[src/rtl/reg_scoreboard_pkg.sv]
// Shared parameters for the register pending-write scoreboard.
//   NREG    : number of architectural GPRs (r0 is never tracked)
//   CNT_W   : width of each per-register outstanding-writer counter
//   AW      : register address width
//   CNT_MAX : largest value a counter may hold (saturation point)
package reg_scoreboard_pkg;

  localparam int NREG  = 32;
  localparam int CNT_W = 2;
  localparam int AW    = 5;

  localparam logic [CNT_W-1:0] CNT_MAX = '1;

endpackage

[src/rtl/reg_scoreboard_counter.sv]
// sb_counter: one saturating up/down counter of outstanding late writers
// for a single GPR.
// Ports:
//   clk, reset : core clock, synchronous active-high reset
//   inc_i      : one more late writer issued to this register
//   dec_i      : one late writer released (forwardable or written back)
//   clr_i      : flush, drops all outstanding writers; beats inc/dec
//   cnt_o      : current count
//   nz_o       : count is nonzero (register pending)
module sb_counter
  import reg_scoreboard_pkg::*;
(
  input  logic             clk,
  input  logic             reset,
  input  logic             inc_i,
  input  logic             dec_i,
  input  logic             clr_i,
  output logic [CNT_W-1:0] cnt_o,
  output logic             nz_o
);

  logic [CNT_W-1:0] cnt_q;
  logic [CNT_W-1:0] cnt_d;

  // inc and dec together cancel; both ends saturate instead of wrapping.
  always_comb begin
    cnt_d = cnt_q;
    if (clr_i) begin
      cnt_d = '0;
    end else if (inc_i && !dec_i && (cnt_q != CNT_MAX)) begin
      cnt_d = cnt_q + 1'b1;
    end else if (dec_i && !inc_i && (cnt_q != '0)) begin
      cnt_d = cnt_q - 1'b1;
    end
  end

  always_ff @(posedge clk) begin
    if (reset) begin
      cnt_q <= '0;
    end else begin
      cnt_q <= cnt_d;
    end
  end

  assign cnt_o = cnt_q;
  assign nz_o  = (cnt_q != '0);

endmodule

[src/rtl/reg_scoreboard.sv]
// reg_scoreboard: per-GPR pending late-write tracker that decides when the
// instruction in ID may issue into EX.
// Ports:
//   clk, reset      : core clock, synchronous active-high reset
//   id_valid        : ID holds a valid instruction
//   id_raddr1/2     : source registers of the ID instruction
//   id_rf_we        : ID instruction writes a GPR
//   id_rf_waddr     : its destination register
//   id_late         : its result is produced late and must be tracked
//   id_serial       : it may only issue with an empty scoreboard
//   ex_allowin      : EX accepts an instruction this cycle
//   rel_valid/waddr : a tracked late result was released for this register
//   flush           : cancel all in-flight work, clear every counter
//   stall           : ID must hold its instruction
//   issue_go        : instruction moves ID->EX at this edge
//   busy            : some register has an outstanding late writer
//   pending         : per-register outstanding flag (bit 0 always 0)
//   err_underflow   : sticky, release seen for a register with no writer
module reg_scoreboard
  import reg_scoreboard_pkg::*;
(
  input  logic            clk,
  input  logic            reset,
  input  logic            id_valid,
  input  logic [AW-1:0]   id_raddr1,
  input  logic [AW-1:0]   id_raddr2,
  input  logic            id_rf_we,
  input  logic [AW-1:0]   id_rf_waddr,
  input  logic            id_late,
  input  logic            id_serial,
  input  logic            ex_allowin,
  input  logic            rel_valid,
  input  logic [AW-1:0]   rel_waddr,
  input  logic            flush,
  output logic            stall,
  output logic            issue_go,
  output logic            busy,
  output logic [NREG-1:0] pending,
  output logic            err_underflow
);

  logic [CNT_W-1:0] cnt [NREG];

  logic raw1, raw2, wr_late, ovf, ser;
  logic inc, dec, rel_zero;
  logic err_q, err_d;

  assign cnt[0]     = '0;
  assign pending[0] = 1'b0;

  for (genvar i = 1; i < NREG; i++) begin : g_cnt
    sb_counter u_cnt (
      .clk   (clk),
      .reset (reset),
      .inc_i (inc && (id_rf_waddr == AW'(i))),
      .dec_i (dec && (rel_waddr == AW'(i))),
      .clr_i (flush),
      .cnt_o (cnt[i]),
      .nz_o  (pending[i])
    );
  end

  assign busy = |pending;

  assign raw1    = (id_raddr1 != '0) && pending[id_raddr1];
  assign raw2    = (id_raddr2 != '0) && pending[id_raddr2];
  assign wr_late = id_rf_we && id_late && (id_rf_waddr != '0);
  // Issuing one more late writer to a saturated register would lose track.
  assign ovf     = wr_late && (cnt[id_rf_waddr] == CNT_MAX);
  assign ser     = id_serial && busy;

  assign stall    = id_valid && (raw1 || raw2 || ovf || ser) && !flush;
  assign issue_go = id_valid && ex_allowin && !stall && !flush;

  assign inc      = issue_go && wr_late;
  assign dec      = rel_valid && (rel_waddr != '0) && (cnt[rel_waddr] != '0);
  assign rel_zero = rel_valid && (rel_waddr != '0) && (cnt[rel_waddr] == '0);

  // Only reset clears the error; flush deliberately leaves it set.
  assign err_d = err_q || rel_zero;

  always_ff @(posedge clk) begin
    if (reset) begin
      err_q <= 1'b0;
    end else begin
      err_q <= err_d;
    end
  end

  assign err_underflow = err_q;

endmodule

[config.mk]
export PLATFORM = sky130hd
export DESIGN_NAME = reg_scoreboard
export DESIGN_NICKNAME = d
export VERILOG_FILES = /design/src/rtl/reg_scoreboard_pkg.sv /design/src/rtl/reg_scoreboard_counter.sv /design/src/rtl/reg_scoreboard.sv
export SDC_FILE = /design/constraint.sdc
export NUM_CORES = 1
export LEC_CHECK = 0
export ABC_AREA = 1
export BUFFER_PORTS_ARGS = -buffer_cell sky130_fd_sc_hd__buf_2
export CORE_ASPECT_RATIO = 0.8
export CORE_MARGIN = 4
export CORE_UTILIZATION = 48
export DETAILED_ROUTE_END_ITERATION = 12
export GPL_TIMING_DRIVEN = 0
export MAX_ROUTING_LAYER = met4
export PLACE_DENSITY = 0.76
export SLEW_MARGIN = 20
export SYNTH_ARGS = -nofsm -noshare
export SYNTH_HDL_FRONTEND = slang
export SYNTH_SLANG_ARGS = --single-unit
export TNS_END_PERCENT = 50
[constraint.sdc]
create_clock -name clk -period 2.1 [get_ports clk]
set_input_delay 0.315 -clock clk [delete_from_list [all_inputs] [get_ports clk]]
set_output_delay 0.315 -clock clk [all_outputs]
set_load 0.05 [all_outputs]
==> metrics.cfg <==
[global_routing]
antenna_found_initial = 0
grt_usage = 0.383
overflow = 0
grt_pass1_wl_mm = 45.0
grt_max_degree = 12
grt_pass1_vias = 7840

[cells_and_area]
diodes = 0
syn2layout_area_growth_pct = 29.7
layout-drive-gt1-share = 0.224
nFillCells = 1380
fin_nets = 1424

[drt]
routed_wl_mm = 30.7
drcViolationCount = 0
drtIter0Drc = 1328
first_pass_iters = 6
route.detailed.wl_per_inst_um = 19.5
final_antenna_net_count = 0
post_drt_via_cell_ratio = 5.70
vias = 9006

[logic_synthesis]
synth_area_per_cell_um2 = 5.12
synth.most_common_cell = nand2_1
yosysWarningCount = 0
netlist.area_leader.share = 0.241
ys.flop_type = dfxtp_1
syn-num-nets = 1319
syn_inst = 1290
yosysTopAreaCell = nand2_1
mappedNetlistArea_mm2 = 0.00660
async_reset_ff_frac = 0
synthTopCellsByCount = nand2_1, nor2_1, inv_1
yosys-top-cells-area = nand2_1, dfxtp_1, nor2_1
ys_ff_latch = 63
synth_edf_count = 0
ys_types = 29
yosysSeqAreaShare = 0.191

[sta]
timing.hold.ws_ns = 0.139
period_needed_ns = 2.60
tightest_slew_ns = 0.877
fin_worst_skew_ns = 0.00706
slew_violations = 0
period_share = 1.24
timing.final.ws_setup_ns = -0.504
slew_headroom = 0.416
finalHoldViolCount = 0
finalSetupTns_ns = -27.37
rsz0062_at_grt = true
max_freq_mhz = 384
setup_viol = 64

[worst_hold_path]
hold_path.class = input pin to flip-flop
holdPathStages = 2

[floorplan]
dieWidth_um = 139
num_rows = 38
coreArea_mm2 = 0.0135
initial_core_util = 0.489
boundaryPins = 65
fp.dieArea_mm2 = 0.0157
die_y_um = 113

[clock_tree]
h-tree-depth = 3
numClockSinks = 63
cts_tree = done
clk_latency_ns = 0.35
clkSlewWorstSetupHoldPaths_ns = 0.06
cts_buffers = 9
hold_buffers = 0
cts_root_buffer = clkbuf_16
cts_buffer_depth = 2

[flow_run]
maxCapViolations = 0

[status]
violations = setup timing
status = finished, violations left

[pwr]
power_density_mw_per_mm2 = 420
ir_drop_mv = 0.445
leakagePower_nw = 4.35
power_mw = 3.59

[placed_design]
dpl.hpwl_mm = 22.4
portBuffers = 58
place_congestion = 1.04

[worst_setup_path]
cp-end-kind = flip-flop
r2r_cells = 16
criticalPathCategory = flip-flop to flip-flop
crit_fanout = 7
startpoint_type = flip-flop
crit_arrival_ns = 2.84
worstPathRequired_ns = 2.33

## cells in the final DEF, fill, tap and decap left out, drive strengths merged, types with 5 or more instances in the layout
master and n:
a21boi 16, a21oi 53, buf 149, clkbuf 30, dfxtp 63, inv 168, nand2 424, nand3 140
nand4 41, nor2 267, o211ai 5, o21ai 22, o22ai 6
## critical path, stage by stage (launching register included)
cell and delay (ns):
dfxtp_1 0.35, inv_1 0.13, nand2_1 0.19, o21ai_1 0.19, nor2_1 0.05, nand2_1 0.06
nand3_1 0.10, nand3_1 0.10, nand2_2 0.12, nor2_4 0.16, nand3_2 0.13, nor2_4 0.22
buf_12 0.18, clkbuf_16 0.16, nand3_2 0.09, a21oi_1 0.18, nor2_1 0.06
## registers in the layout (all words and copies together) (netlist names)
| register | flops |
|---|---|
| g_cnt.u_cnt.cnt_o | 62 |
| err_underflow | 1 |
## layout make-up
type,count,area [um2],share of cell area
repair buffers,94,659,0.0770
well taps,180,225,0.0263
flip-flops and latches,63,1280,0.150
clock buffers,11,253,0.0295
clock inverters,5,104,0.0121
inverters,170,647,0.0755
multi-input cells,983,4850,0.566
plain buffers,74,546,0.0637
## per-layer routing
metal | global-route usage | part of all wire | routed length, um | vias up
met4 | 0.154 | 0.046 | 1420 | 0
li1 | - | - | - | 4218
met5 | - | 0 | 0 | -
met3 | 0.107 | 0.15 | 4480 | 107
met1 | 0.531 | 0.41 | 12500 | 4021
met2 | 0.524 | 0.40 | 12300 | 660
## where the power goes
group / internal (mW) / switching [mW]
registers: 1.20 / 0.00410
logic: 0.146 / 0.415
clock network: 1.22 / 0.608
total: 2.57 / 1.03
## cell families after synthesis
group | share of synthesized area
AO/OA/AOI/OAI | 0.0935
buffers and inverters | 0.168
flip-flops | 0.191
other | 0.000568
AND/OR/NAND/NOR | 0.547
## per-stage QoR
stage                     instances  area, um2  utilization  setup WS, ns
after CTS                      1570       8120        0.601        -0.353
after floorplan                1290       6650            -       -0.0348
after global placement         1528       7170        0.531         -1.20
final                          1580       8560        0.634        -0.504
after global routing           1580       8560        0.634        -0.667
after detailed placement       1528       7170        0.531         -1.25
## what timing repair did
item                                    4_1_cts  5_1_grt
hold endpoints to repair                      0        0
pin swaps                                    23       51
endpoints found under the setup margin       68       65
buffers inserted                             25        7
cloned                                        1        3
gates resized for setup                     111       95
## final timing paths
path	slack, ns	startpoint	end
setup / recovery	-0.50	g_cnt[9].u_cnt.cnt_o[0]	g_cnt[21].u_cnt.cnt_o[0]
hold / removal	0.14	reset	err_underflow
setup reg to reg	-0.50	g_cnt[9].u_cnt.cnt_o[0]	g_cnt[21].u_cnt.cnt_o[0]
hold reg to reg	0.51	g_cnt[7].u_cnt.cnt_o[1]	g_cnt[7].u_cnt.cnt_o[1]
No activity file was read; power rests on OpenSTA's default activity.
